--- src/rtl/seq_booth_mul.sv ---
// -----------------------------------------------------------------------------
// seq_booth_mul
//
// Iterative radix-4 Booth multiplier with valid/ready handshakes on the operand
// and result sides. One Booth digit is retired per clock, so a product takes
// N = WIDTH/2 + 1 cycles after acceptance. The operation mode (signed or
// unsigned) is captured together with the operands.
//
// Optional build macro:
//   ZERO_SKIP_EN  when defined, an operation with A==0 or B==0 bypasses the
//                 iteration phase and presents Result=0 one cycle after accept.
//
// Parameters:
//   WIDTH        operand width in bits (even, >= 4)
//
// Ports:
//   clk          rising-edge clock
//   rst          synchronous, active-high reset
//   in_valid     operands/mode presented
//   in_ready     block can accept operands (IDLE)
//   signed_mode  1 = two's-complement operands, 0 = unsigned; sampled at accept
//   A            multiplicand
//   B            multiplier
//   out_valid    Result valid (DONE)
//   out_ready    consumer accepts Result
//   Result       2*WIDTH-bit product, held until the next product completes
//   busy         high while an operation is in CALC or DONE
// -----------------------------------------------------------------------------
module seq_booth_mul #(
   parameter int WIDTH = 8
) (
   input  logic                 clk,
   input  logic                 rst,
   input  logic                 in_valid,
   output logic                 in_ready,
   input  logic                 signed_mode,
   input  logic [WIDTH-1:0]     A,
   input  logic [WIDTH-1:0]     B,
   output logic                 out_valid,
   input  logic                 out_ready,
   output logic [2*WIDTH-1:0]   Result,
   output logic                 busy
);

   localparam int N  = WIDTH / 2 + 1;       // Booth digits over WIDTH+2 bits
   localparam int CW = $clog2(N + 1);       // iteration counter width
   localparam int AW = 2 * WIDTH + 4;       // accumulator width

   if ((WIDTH % 2) != 0 || WIDTH < 4) begin : g_bad_width
      $error("seq_booth_mul: WIDTH must be even and >= 4");
   end

   typedef enum logic [1:0] {
      IDLE = 2'd0,
      CALC = 2'd1,
      DONE = 2'd2
   } state_t;

   state_t            state_q, state_d;
   logic [AW-1:0]     acc;        // running sum of partial products
   logic [AW-1:0]     m_sh;       // multiplicand, pre-shifted by 2i
   logic [WIDTH+1:0]  b_sh;       // multiplier, consumed two bits per cycle
   logic              b_prev;     // B[2i-1] of the current digit
   logic [CW-1:0]     cnt;
   logic [2*WIDTH-1:0] result_q;

   logic [AW-1:0]     pp;
   logic [AW-1:0]     acc_next;
   logic              last_iter;
   logic              ext_a, ext_b;
   logic              zero_op;

   // Operand extension bits: the sign bit in signed mode, zero otherwise.
   // A is extended all the way to the accumulator width so that it can be
   // shifted left in place instead of being shifted by a variable amount.
   assign ext_a = signed_mode & A[WIDTH-1];
   assign ext_b = signed_mode & B[WIDTH-1];

`ifdef ZERO_SKIP_EN
   assign zero_op = (A == '0) || (B == '0);
`else
   assign zero_op = 1'b0;
`endif

   assign last_iter = (cnt == CW'(N - 1));

   // Booth recoding of the triplet {B[2i+1], B[2i], B[2i-1]}.
   always_comb begin
      // NOTE: every combinational output gets a default first so that no path
      // through the case leaves it unassigned and infers a latch.
      pp = '0;
      unique case ({b_sh[1], b_sh[0], b_prev})
         3'b001, 3'b010: pp = m_sh;                 // +1
         3'b011:         pp = m_sh << 1;            // +2
         3'b100:         pp = -(m_sh << 1);         // -2
         3'b101, 3'b110: pp = -m_sh;                // -1
         default:        pp = '0;                   // 000, 111
      endcase
   end

   assign acc_next = acc + pp;

   // Next-state logic.
   always_comb begin
      state_d = state_q;
      unique case (state_q)
         IDLE:    if (in_valid)  state_d = zero_op ? DONE : CALC;
         CALC:    if (last_iter) state_d = DONE;
         DONE:    if (out_ready) state_d = IDLE;
         default:                state_d = IDLE;
      endcase
   end

   // NOTE: all clocked state uses non-blocking assignments so that every
   // register samples the pre-edge values of the others.
   always_ff @(posedge clk) begin
      if (rst) state_q <= IDLE;
      else     state_q <= state_d;
   end

   // Datapath. The operand and accumulator registers are cleared on reset
   // as well, so an aborted operation leaves nothing behind.
   always_ff @(posedge clk) begin
      if (rst) begin
         acc      <= '0;
         m_sh     <= '0;
         b_sh     <= '0;
         b_prev   <= 1'b0;
         cnt      <= '0;
         result_q <= '0;
      end else begin
         unique case (state_q)
            IDLE: begin
               if (in_valid) begin
                  m_sh   <= {{(WIDTH + 4){ext_a}}, A};
                  b_sh   <= {{2{ext_b}}, B};
                  b_prev <= 1'b0;
                  acc    <= '0;
                  cnt    <= '0;
                  if (zero_op) result_q <= '0;
               end
            end
            CALC: begin
               acc    <= acc_next;
               m_sh   <= m_sh << 2;
               b_sh   <= b_sh >> 2;
               b_prev <= b_sh[1];
               cnt    <= cnt + 1'b1;
               // The final digit's partial product is folded in on the same
               // edge that publishes the result.
               if (last_iter) result_q <= acc_next[2*WIDTH-1:0];
            end
            default: ;
         endcase
      end
   end

   assign in_ready  = (state_q == IDLE);
   assign out_valid = (state_q == DONE);
   assign busy      = (state_q != IDLE);
   assign Result    = result_q;

endmodule
--- config.mk ---
export PLATFORM = sky130hd
export DESIGN_NAME = seq_booth_mul
export DESIGN_NICKNAME = d
export VERILOG_FILES = /design/src/rtl/seq_booth_mul.sv
export SDC_FILE = /design/constraint.sdc
export NUM_CORES = 1
export LEC_CHECK = 0
export BUFFER_PORTS_ARGS = -buffer_cell sky130_fd_sc_hd__buf_2
export CAP_MARGIN = 5
export CORE_MARGIN = 2
export CORE_UTILIZATION = 56
export CTS_BUF_LIST = sky130_fd_sc_hd__clkbuf_4 sky130_fd_sc_hd__clkbuf_8
export CTS_CLUSTER_SIZE = 10
export DETAILED_ROUTE_END_ITERATION = 16
export PLACE_DENSITY = 0.72
export SLEW_MARGIN = 40
export SYNTH_ARGS = -nofsm -noshare
export SYNTH_HDL_FRONTEND = slang
export SYNTH_SLANG_ARGS = --single-unit
--- constraint.sdc ---
create_clock -name clk -period 6.2 [get_ports clk]
set_clock_uncertainty 0.2 [all_clocks]
set_input_delay 0.62 -clock clk [delete_from_list [all_inputs] [get_ports clk]]
set_output_delay 0.62 -clock clk [all_outputs]
set_load 0.01 [all_outputs]
### Yosys cells after proc, flatten, opt, wreduce, memory -nomap -nowiden

Index checks and enable logic that the tools add are counted.

* reductions and logical operators: 8
* mux-type cells: 15
* bitwise gates (word level): 2
* add/sub/neg operators: 4
* equality and inequality tests: 12

Operators by type and width (count)
* $pmux 20 s2: 2
* $pmux 20 s4: 1
* $mux 20: 2
* $neg 20->20: 2
* $add 20x20->20: 1
* $pmux 10 s2: 1
* $eq 3x3->1 const B: 4
* $mux 10: 1
* $eq 3x2->1 const B: 2
* $mux 2: 3
* $pmux 2 s3: 1
* $pmux 3 s2: 1
* $ne 2x2->1 const B: 2
* $reduce_and 2->1: 2
* $reduce_bool 2->1: 2
* $reduce_or 2->1: 2
* $add 3x1->3 const B: 1
* $eq 3x1->1 const B: 1
* $mux 3: 1
* $reduce_and 3->1: 1
* $and 1x1->1: 2
* $eq 2x1->1 const B: 1
* $eq 2x2->1 const B: 1
* $logic_not 2->1: 1
* other kinds (3): 3

* register bits after elaboration: 72
* output and inout port bits: 19

### Depth between registers and ports, before layout

Gate-level depths: netlist of run 1.

* depth after elaboration: 5
* depth in mapped cells: 17

### Worst setup path after synthesis of run 1

OpenSTA, ideal clock, no wires.

* path kind: flip-flop to flip-flop
* from: register m_sh[2]
* to: register acc[15]
* library setup time: 117 ps
* cell stages (with the launch flop): 17
* slack: 2312 ps
* path buffers: 2
* arrival: 3570 ps
* path through: dfxtp_1 > buf_2 > or3_1 > clkbuf_1 > or3_1 > or3_1 > a221oi_1 > a21oi_1 > a21o_2 > ha_1 > a21oi_1 > o21ai_0 > a211o_1 > a31o_2 > and3b_1 > mux2i_1 > nand2_1

* cells in the longest elaborated chain, start to end: 4
* elaborated cells between the ends (all ways): 5

Ends and longest elaborated chain
* from (decl): line 61 `logic [AW-1:0] m_sh;`
* from (signal assigned): line 135 `m_sh <= {{(WIDTH + 4){ext_a}}, A};`
* from (signal assigned): line 145 `m_sh <= m_sh << 2;`
* $neg 20->20, on equally long branches: line 96, 95
* $pmux 20 s4 *: line 92 `unique case ({b_sh[1], b_sh[0], b_prev})`
* $add 20x20->20 *: line 101 `assign acc_next = acc + pp;`
* $pmux 20 s2 *: line 132 `unique case (state_q)`
* to (signal assigned): line 144 `acc <= acc_next;`
* to (decl): line 60 `logic [AW-1:0] acc;`

Mark *: on every way between the ends. The rest lies on a longest branch, timed or not.
A chain may end at the register's enable or synchronous reset.

### Final worst setup path of run 1

* from: register m_sh[0]
* to: register result_q[15] (netlist: Result[15])

* cells in the longest elaborated chain, start to end: 3
* elaborated cells between the ends (all ways): 4

Ends and longest elaborated chain
* $neg 20->20, on equally long branches: line 96, 95
* $pmux 20 s4 *: line 92
* $add 20x20->20 *: line 101
* to (signal assigned): line 151 `if (last_iter) result_q <= acc_next[2*WIDTH-1:0];`
* to (decl): line 65 `logic [2*WIDTH-1:0] result_q;`

Marked as above.

==> results.ini, run 1 <==
[layout]
final_cell_area_um2 = 4474
layout.nets = 589
fin_cells = 653
final_core_util = 0.6235
layout-drive-gt1-share = 0.1498
area_growth_pct = 9.058
diodes = 0

[die]
rows = 31
start_util = 0.5718
coreArea_um2 = 7176
die_height_um = 89.60
dieArea_um2 = 8027
dieWidth_um = 89.60
ios = 40

[synthesis]
ys_seq_area_frac = 0.3074
synth_edf_count = 0
ys_ff_latch = 63
synthDistinctLibCells = 63
ys_top_cells_by_count = nor2_1, dfxtp_1, nand2_1
yosysWarnings = 0
ys.flop_type = dfxtp_1
syn_nets = 577
avgSynthCellArea_um2 = 7.640
synth_top_area_share = 0.3074
synth_area_leaders = dfxtp_1, a22oi_1, a21oi_1
yosysMostFrequentCell = nor2_1
synth.cell_area_um2 = 4103
synthArstFlopShare = 0
synth_top_area_cell = dfxtp_1
synthCells = 537

[clock_tree]
htree_levels = 3
clockBufferDepth = 2
cts_hold_buf = 0
cts_setup_buffers = 0
clock_latency_ns = 0.35
numCtsBuffers = 9
ctsResizeCount = 0
path_clk_slew_ns = 0.08
cts_root_buf = clkbuf_8
cts_tree = built
cts_sinks = 63

[critical_path]
cp-startpoint = m_sh[0]$_SDFFE_PP0P_
path_class = reg2reg
cp_slowest_stage_delay_ns = 0.51
crit_path_top_delay_cell = nor3b_1
cp-start-kind = register
r2r_start = m_sh[0]$_SDFFE_PP0P_
end_kind = register
reg2reg_slack_ns = 1.67
worstPathBufferInverterCount = 1
crit_family = compound AO/OA/AOI/OAI gates
worstPathCellList = inv_1 -> ha_1 -> nor3b_1 -> nand3_1 -> o31ai_1 -> xnor2_1 -> a221oi_1 -> a21oi_1 -> a21o_2 -> ha_1 -> a21oi_1 -> o21ai_0 -> a211o_1 -> a31o_2 -> nand2_1 -> xnor2_1 -> a211oi_2
cp_max_fo = 7
cp_data_arrival_time_ns = 4.53
critPathRequiredTime_ns = 6.20

[routing]
drt_wl_total_mm = 10.88
ant_nets = 0
vias = 4105
viasPerCell = 6.286
wl_per_cell_um = 16.66
dr.pass1.iters = 6
dr.first_iter.drc_count = 341
drcViolationCount = 0

[outcome]
status = finished clean

[timing]
rsz0062_at_grt = no
fmax_mhz = 220.9
setup_tns_ns = 0
relSlewSlack = 0.4941
hold_violations = 0
slew_violations = 0
fin_crit_ns = 4.527
tightest_slew_ns = 0.7589
setup_viol = 0
period_share = 0.7302

[placement]
placed_cells = 637
dp_hpwl_mm = 7.638
gp_congestion = 0.9291
io_buffers = 39
place_area_um2 = 4285

[power_and_ir_drop]
p_int_uw = 673.9
power_density_nw_per_um2 = 233.5
clkPwrFrac = 0.319
combPwrFrac = 0.246
p_sw_uw = 370.7
ir_worst_vdd_mv = 0.1388
leakagePower_nw = 1.804
swShare = 0.3549
power_frac_seq = 0.435

[grt]
antenna_found_initial = 0
grt_pass1_wl_mm = 17.82
grt_pass1_vias = 3671
gr-usage-all-layers = 0.2859
grt_max_degree = 54
grt.overflow.total = 0

[min_path]
hp-class = reg2reg
min-delay-start = Result[1]$_SDFFE_PP0P_

[job]
drv_cap = 0

[cells in the final DEF, fill, tap and decap left out, types with 6 or more instances in the layout]
cell,synthesis,routed
a211oi_1,10,10
a21oi_1,51,50
a22oi_1,36,36
a2bb2oi_1,6,6
buf_2,3,38
clkbuf_8,0,9
dfxtp_1,63,62
ha_1,18,18
inv_1,12,12
nand2_1,54,54
nand3_1,9,9
nor2_1,67,67
nor3_1,12,12
o21ai_0,39,38
o221a_2,8,8
or3_1,12,12
xnor2_1,19,19
xor2_1,8,7
[power groups by stage]
stage	Combinational [mW]	Sequential [mW]	Clock [mW]
finish	0.257	0.454	0.333
global route	0.286	0.457	0.360
global placement	0.247	0.461	0
CTS	0.252	0.452	0.337
detailed placement	0.250	0.462	0
floorplan	0.210	0.440	0
[cells by family (layout without fill, tap and decap cells)]
| family | count (synthesis) | in the layout | share of synthesized area |
|---|---|---|---|
| DFF | 63 | 63 | 0.3074 |
| and+or+nand+nor | 183 | 183 | 0.2083 |
| adders and majority gates | 19 | 19 | 0.05978 |
| xor gates and xnor gates | 27 | 27 | 0.05764 |
| muxes | 2 | 2 | 0.005184 |
| buffers and inverters | 54 | 71 | 0.05215 |
| AOI/OAI and AO/OA | 189 | 189 | 0.3095 |
[worst paths after layout]
check | end | cells past startpoint
hold / removal | Result[1]$_SDFFE_PP0P_ | 2
setup reg to reg | Result[15]$_SDFFE_PP0P_ | 17
setup / recovery | Result[15]$_SDFFE_PP0P_ | 17
hold reg to reg | Result[1]$_SDFFE_PP0P_ | 2
[flip-flops by register name, summed over array words and instances (netlist names)]
name and cells:
b_sh 9, Result 16, cnt 3, acc 16, b_prev 1, state_q 2, m_sh 16
[worst reg2reg max path: stages, from the launching register on]
cell      delay [ns]
dfxtp_1         0.36
inv_1           0.10
ha_1            0.21
nor3b_1         0.51
nand3_1         0.36
o31ai_1         0.33
xnor2_1         0.14
a221oi_1        0.30
a21oi_1         0.09
a21o_2          0.23
ha_1            0.34
a21oi_1         0.25
o21ai_0         0.13
a211o_1         0.27
a31o_2          0.23
nand2_1         0.08
xnor2_1         0.16
a211oi_2        0.10
[stage by stage]
step	setup WS (ns)	power, mW	hold slack [ns]
finish	1.673	1.045	0.2556
global route	1.331	1.103	0.2782
CTS	1.740	1.042	0.2579
detailed placement	1.773	0.7125	0.2461
global placement	1.810	0.7085	0.2408
floorplan	2.312	0.6499	0.2508
[per-layer routing]
metal,vias up,track usage,share of wire
met1,1911,0.4216,0.48
met3,25,0.03931,0.068
met4,0,0.1235,0.021
met2,189,0.4151,0.43
met5,-,0,0
li1,1980,-,-
[area by class of cell]
type | count | area, µm²
Timing Repair Buffer | 42 | 220.2
Tap cell | 99 | 123.9
Sequential cell | 63 | 1262
Fill cell | 679 | 2701
Multi-Input combinational cell | 420 | 2643
Clock buffer | 9 | 123.9
Inverter | 13 | 48.80
Clock inverter | 7 | 52.55
Power figures use the tool's default switching activity.
==> run 2, diff against run 1 <==
Settings changed: PLACE_DENSITY 0.72 to 0.75.
Clock period 6.2 ns to 3.9 ns, I/O delays scaled along.
==> results.ini, run 2 (synthesis results as in run 1) <==
[power_and_ir_drop]
p_sw_uw = 604.9  ; +63%
power_frac_seq = 0.372  ; -0.063
p_int_mw = 1.282  ; +90%
power_density_nw_per_um2 = 382.5  ; +64%
leakagePower_nw = 2.056  ; +14%
clkPwrFrac = 0.353  ; +0.034
combPwrFrac = 0.275  ; +0.029
ir_worst_vdd_mv = 0.2526  ; +82%
swShare = 0.3206  ; -0.03427

[clock_tree]
cts_tree = built
cts_hold_buf = 0  ; unchanged
clock_latency_ns = 0.35  ; about the same
path_clk_slew_ns = 0.07  ; about the same
htree_levels = 3  ; unchanged
cts_sinks = 63  ; unchanged
numCtsBuffers = 9  ; unchanged
clockBufferDepth = 2  ; unchanged
cts_root_buf = clkbuf_8

[layout]
final_cell_mix = nor2_1, dfxtp_1, nand2_1, a21oi_1, buf_4
layout-drive-gt1-share = 0.2408  ; +0.09098
multi_input_area_um2 = 2718  ; +2.8%
final_cell_area_um2 = 4933  ; +10%
regArea_um2 = 1265  ; +0.20%
final_common_cell = nor2_1
diodes = 0  ; unchanged
layout.nets = 633  ; +7.5%
fill_cells = 603  ; -11%
area_growth_pct = 20.25

[timing]
timing.hold.ws_ns = 0.09641  ; -0.1592 ns
period_share = 0.9589  ; +0.2287
tightest_slew_ns = 0.7697  ; +0.01077 ns
relSlewSlack = 0.4869  ; -0.007176
fin_crit_ns = 3.740  ; -0.7874 ns
hold_violations = 0  ; unchanged
fmax_mhz = 267.4  ; +21%
slew_violations = 0  ; unchanged
rsz0062_at_grt = yes
setup_viol = 0  ; unchanged
setup_tns_ns = 0  ; unchanged

[critical_path]
crit_top_cell = or3_4
endpoint = acc[13]$_SDFFE_PP0P_
end_kind = register
worstPathCellList = or3_4 -> or3_4 -> or3_4 -> nand2_1 -> xnor2_1 -> nand2_1 -> o311ai_1 -> ha_1 -> o21a_1 -> a21o_1 -> a31o_2 -> a21boi_1 -> buf_4 -> nor4_1 -> a311o_1
cp_slowest_stage_delay_ns = 0.40  ; -0.11 ns
crit_path_top_delay_cell = or3_4
cp_data_arrival_time_ns = 3.78  ; -0.75 ns
r2r-end = acc[13]$_SDFFE_PP0P_
cp.depth = 15  ; -2
r2r_start = m_sh[0]$_SDFFE_PP0P_
critPathRequiredTime_ns = 3.94  ; -2.26 ns
path_class = reg2reg
cp-start-kind = register
cp-startpoint = m_sh[0]$_SDFFE_PP0P_
r2r_cells = 15  ; -2
cp_max_fo = 4  ; -3
reg2reg_slack_ns = 0.16  ; -1.51 ns
crit_family = simple AND/OR/NAND/NOR gates
worstPathBufferInverterCount = 1  ; unchanged

[grt]
antenna_found_initial = 0  ; unchanged
grtUsageMet3 = 0.04388  ; +0.004570
grt_max_degree = 53  ; -1.9%
grt_pass1_wl_mm = 18.80  ; +5.5%
grt-busiest-layer = met2
gr-usage-all-layers = 0.3029  ; +0.01702
grtUsageMet2 = 0.4666  ; +0.05147
gr-usage-met1 = 0.4346  ; +0.01305
grt.overflow.total = 0  ; unchanged
grt_pass1_vias = 3776  ; +2.9%

[routing]
viasPerCell = 6.042  ; -3.9%
drcViolationCount = 0  ; unchanged
dr.pass1.iters = 5  ; -1
vias = 4211  ; +2.6%
wl_per_cell_um = 16.80  ; +0.83%
drt_wl_total_mm = 11.71  ; +7.6%
dr.first_iter.drc_count = 309  ; -9.4%
ant_nets = 0  ; unchanged

[die]
start_util = 0.5718  ; unchanged
die_height_um = 89.60  ; unchanged
rows = 31  ; unchanged
dieArea_um2 = 8027  ; unchanged
dieWidth_um = 89.60  ; unchanged
ios = 40  ; unchanged
coreArea_um2 = 7176  ; unchanged

[placement]
dp_hpwl_mm = 8.238  ; +7.9%
io_buffers = 39  ; unchanged
gp_congestion = 0.9339  ; +0.52%
place_area_um2 = 4598  ; +7.3%

[min_path]
hp-class = in2reg

[job]
drv_cap = 0  ; unchanged

[outcome]
status = finished clean

## run 2: changes by cell type in the layout (fill, tap and decap cells not counted), moves of 3 or more
cell / before / now
buf_4: 4 / 47
o21ai_0: 38 / 31
o21ai_1: 0 / 7
or3_1: 12 / 8
or3_4: 0 / 4
inv_6: 4 / 1
## run 2: power groups by stage
stage / logic [mW] / clock network (mW) / registers [mW]
final: 0.519 / 0.666 / 0.702
after CTS: 0.486 / 0.670 / 0.700
after global routing: 0.568 / 0.695 / 0.706
after detailed placement: 0.479 / 0 / 0.715
after floorplan: 0.333 / 0 / 0.700
after global placement: 0.470 / 0 / 0.714
## run 2: area by class of cell
class                           count  area share
Clock buffer                       10     0.02790
Timing Repair Buffer               86      0.1111
Multi-Input combinational cell    420      0.5509
Inverter                           13    0.009891
Sequential cell                    63      0.2564
Tap cell                           99     0.02511
Clock inverter                      6     0.01877
## run 2: through the flow
step,util,std cells,power (mW),setup WS [ns]
finish,0.6875,697,1.887,0.1603
global route,0.6875,697,1.969,-0.02530
CTS,0.6743,695,1.856,0.01134
detailed placement,0.6408,679,1.194,-0.06922
global placement,0.6408,679,1.184,0.02720
floorplan,-,537,1.033,0.01246
## run 2: repair_timing
action / CTS / global route
pin swaps: 0 / 11
endpoints found under the setup margin: 3 / 13
endpoints found under the hold margin: 0 / 0
buffers inserted: 0 / 2
gates resized for setup: 3 / 27
gates cloned: 0 / 0
## run 2: how the worst min path moves through the flow
| stage | end | cells past startpoint | start |
|---|---|---|---|
| global placement | Result[5]$_SDFFE_PP0P_ | 2 | Result[5]$_SDFFE_PP0P_ |
| floorplan | acc[14]$_SDFFE_PP0P_ | 2 | acc[14]$_SDFFE_PP0P_ |
| global route | state_q[1]$_SDFFE_PP0P_ | 3 | out_ready |
| finish | state_q[1]$_SDFFE_PP0P_ | 3 | out_ready |
| detailed placement | Result[7]$_SDFFE_PP0P_ | 2 | Result[7]$_SDFFE_PP0P_ |
| CTS | state_q[1]$_SDFFE_PP0P_ | 3 | out_ready |
## run 2: metal layers
metal,part of all wire,vias up
met2,0.45,142
met1,0.47,1963
li1,-,2078
met3,0.049,28
met4,0.022,0
met5,0,-
## run 2: worst register-to-register path: stages, from the launching register on
cell and delay [ns]:
dfxtp_2 0.33, or3_4 0.39, or3_4 0.40, or3_4 0.34
nand2_1 0.09, xnor2_1 0.07, nand2_1 0.07, o311ai_1 0.13
ha_1 0.39, o21a_1 0.20, a21o_1 0.17, a31o_2 0.22
a21boi_1 0.12, buf_4 0.13, nor4_1 0.04, a311o_1 0.33
==> run 3, diff against run 2 <==
Settings changed: BUFFER_PORTS_ARGS -buffer_cell sky130_fd_sc_hd__buf_2 to not set, DONT_BUFFER_PORTS set to 1, PLACE_DENSITY 0.75 to 0.67.
Clock period 3.9 ns to 4.5 ns, I/O delays scaled along.
==> results.ini, run 3 (synthesis results as in run 1) <==
[layout]
final_core_util = 0.6091  ; -0.07847
layout.nets = 560  ; -12%
final_common_cell = nor2_1
area_growth_pct = 6.526
final_cell_mix = nor2_1, dfxtp_1, nand2_1, a21oi_1, o21ai_0
diodes = 0  ; unchanged
fin_cells = 624  ; -10%
layout-drive-gt1-share = 0.1029  ; -0.1379

[grt]
grt_max_degree = 50  ; -5.7%
grt_pass1_wl_mm = 17.87  ; -4.9%
grt_pass1_vias = 3558  ; -5.8%
grt.overflow.total = 0  ; unchanged
gr-usage-all-layers = 0.2913  ; -0.01169
antenna_found_initial = 0  ; unchanged

[critical_path]
cp_slowest_stage_delay_ns = 0.45  ; +0.05 ns
worstPathBufferInverterCount = 0  ; -1
cp-startpoint = m_sh[2]$_SDFFE_PP0P_
r2r_start = m_sh[2]$_SDFFE_PP0P_
critPathRequiredTime_ns = 4.54  ; +0.60 ns
cp-start-kind = register
crit_family = simple AND/OR/NAND/NOR gates
end_kind = register
path_class = reg2reg
worstPathCellList = or3_1 -> or3_1 -> or3_1 -> a221oi_1 -> a21oi_1 -> a21o_2 -> ha_1 -> a21oi_1 -> o21ai_0 -> a211o_1 -> a31o_2 -> and3b_1 -> mux2i_1 -> nand2_1
cp_max_fo = 8  ; +4
crit_path_top_delay_cell = or3_1
crit_top_cell = or3_1
cp_data_arrival_time_ns = 4.30  ; +0.52 ns

[timing]
hold_violations = 0  ; unchanged
setup_slack_ns = 0.2382  ; +0.07792 ns
tightest_slew_ns = 0.8247  ; +0.05507 ns
relSlewSlack = 0.4483  ; -0.03858
period_share = 0.9471  ; -0.01184
fmax_mhz = 234.6  ; -12%
slew_violations = 0  ; unchanged
fin_crit_ns = 4.262  ; +0.5221 ns
setup_tns_ns = 0  ; unchanged
setup_viol = 0  ; unchanged
rsz0062_at_grt = no

[die]
coreArea_um2 = 7176  ; unchanged
die_height_um = 89.60  ; unchanged
dieArea_um2 = 8027  ; unchanged
dieWidth_um = 89.60  ; unchanged
start_util = 0.5718  ; unchanged
rows = 31  ; unchanged
ios = 40  ; unchanged

[routing]
wirelength_met1_mm = 5.107  ; -8.1%
wl_met2_mm = 4.964  ; -6.7%
drcViolationCount = 0  ; unchanged
dr.first_iter.drc_count = 344  ; +11%
dr.max_layer_used = met4
viasPerCell = 6.325  ; +4.7%
wl_met3_um = 858  ; +51%
drt_wl_total_mm = 11.13  ; -4.9%
dr.pass1.iters = 5  ; unchanged
ant_nets = 0  ; unchanged
vias = 3947  ; -6.3%
wl_per_cell_um = 17.84  ; +6.2%

[clock_tree]
numCtsBuffers = 9  ; unchanged
path_clk_slew_ns = 0.08  ; about the same
cts_setup_buffers = 0  ; unchanged
clock_latency_ns = 0.34  ; about the same
cts_sinks = 63  ; unchanged
htree_levels = 3  ; unchanged
clockBufferDepth = 2  ; unchanged
cts_tree = built
cts_root_buf = clkbuf_8

[job]
drv_cap = 0  ; unchanged

[placement]
placed_cells = 607  ; -11%
dp_worst_setup_slack_ns = 0.2456  ; +0.3148 ns
io_buffers = 0  ; -100%
dp_hpwl_mm = 7.826  ; -5.0%
gp_congestion = 0.9667  ; +3.5%

[min_path]
hp-class = in2reg
min-delay-start = rst

[outcome]
status = finished clean

[power_and_ir_drop]
ir_worst_vdd_mv = 0.1902  ; -25%
power_density_nw_per_um2 = 330.3  ; -14%
leakagePower_nw = 1.681  ; -18%

[run 3: changes by cell type in the layout (fill, tap and decap cells not counted), sizes merged]
cell / change
buf: -73
bufinv: -2
clkinv: +2
clkinvlp: -1
inv: +1
[run 3: path summary, 6_finish.rpt]
| path | endpoint | slack, ns | depth (start not counted) |
|---|---|---|---|
| worst max register to register | acc[15]$_SDFFE_PP0P_ | 0.24 | 14 |
| worst min register to register | acc[14]$_SDFFE_PP0P_ | 0.29 | 2 |
| worst min-delay path | b_sh[7]$_SDFFE_PP0P_ | 0.08 | 3 |
| worst max-delay path | acc[15]$_SDFFE_PP0P_ | 0.24 | 14 |
[run 3: area by class of cell]
type                       count  area [µm²]
inverter                      13       48.80
multi-input combinational    420        2645
tap                           99       123.9
clock buffer                  10       137.6
timing repair buffer          13       110.1
fill                         664        2805
clock inverter                 6       43.79
sequential                    63        1261
[run 3: stage by stage]
| stage | power [mW] | cell area, µm² | hold WS (ns) |
|---|---|---|---|
| final | 1.443 | 4370 | 0.07695 |
| after global routing | 1.519 | 4370 | 0.08663 |
| after CTS | 1.442 | 4357 | 0.06371 |
| after detailed placement | 0.9714 | 4155 | 0.2747 |
| after global placement | 0.9679 | 4155 | 0.2734 |
| after floorplan | 0.8955 | 4103 | 0.2508 |
[run 3: worst reg2reg max path, cell delays in order (launching register included)]
cell and delay [ns]:
dfxtp_1 0.40, or3_1 0.45, or3_1 0.44, or3_1 0.42
a221oi_1 0.30, a21oi_1 0.07, a21o_2 0.21, ha_1 0.34
a21oi_1 0.28, o21ai_0 0.17, a211o_1 0.29, a31o_2 0.23
and3b_1 0.18, mux2i_1 0.13, nand2_1 0.06
[run 3: metal layers]
metal	GRT usage	vias to the layer above
met3	0.06307	19
met1	0.4187	1857
met2	0.4338	146
li1	-	1925
met5	0	-
met4	0.09498	0
[run 3: repair_timing]
item                       in CTS  in global routing
hold endpoints to repair       49                  0
resized for setup               0                  3
setup endpoints to repair       0                  4
hold buffers                    1                  0
[run 3: power breakdown]
part	switching, mW	internal, mW
Combinational	0.218	0.143
Sequential	0.0341	0.583
Clock	0.248	0.218
Total	0.500	0.944
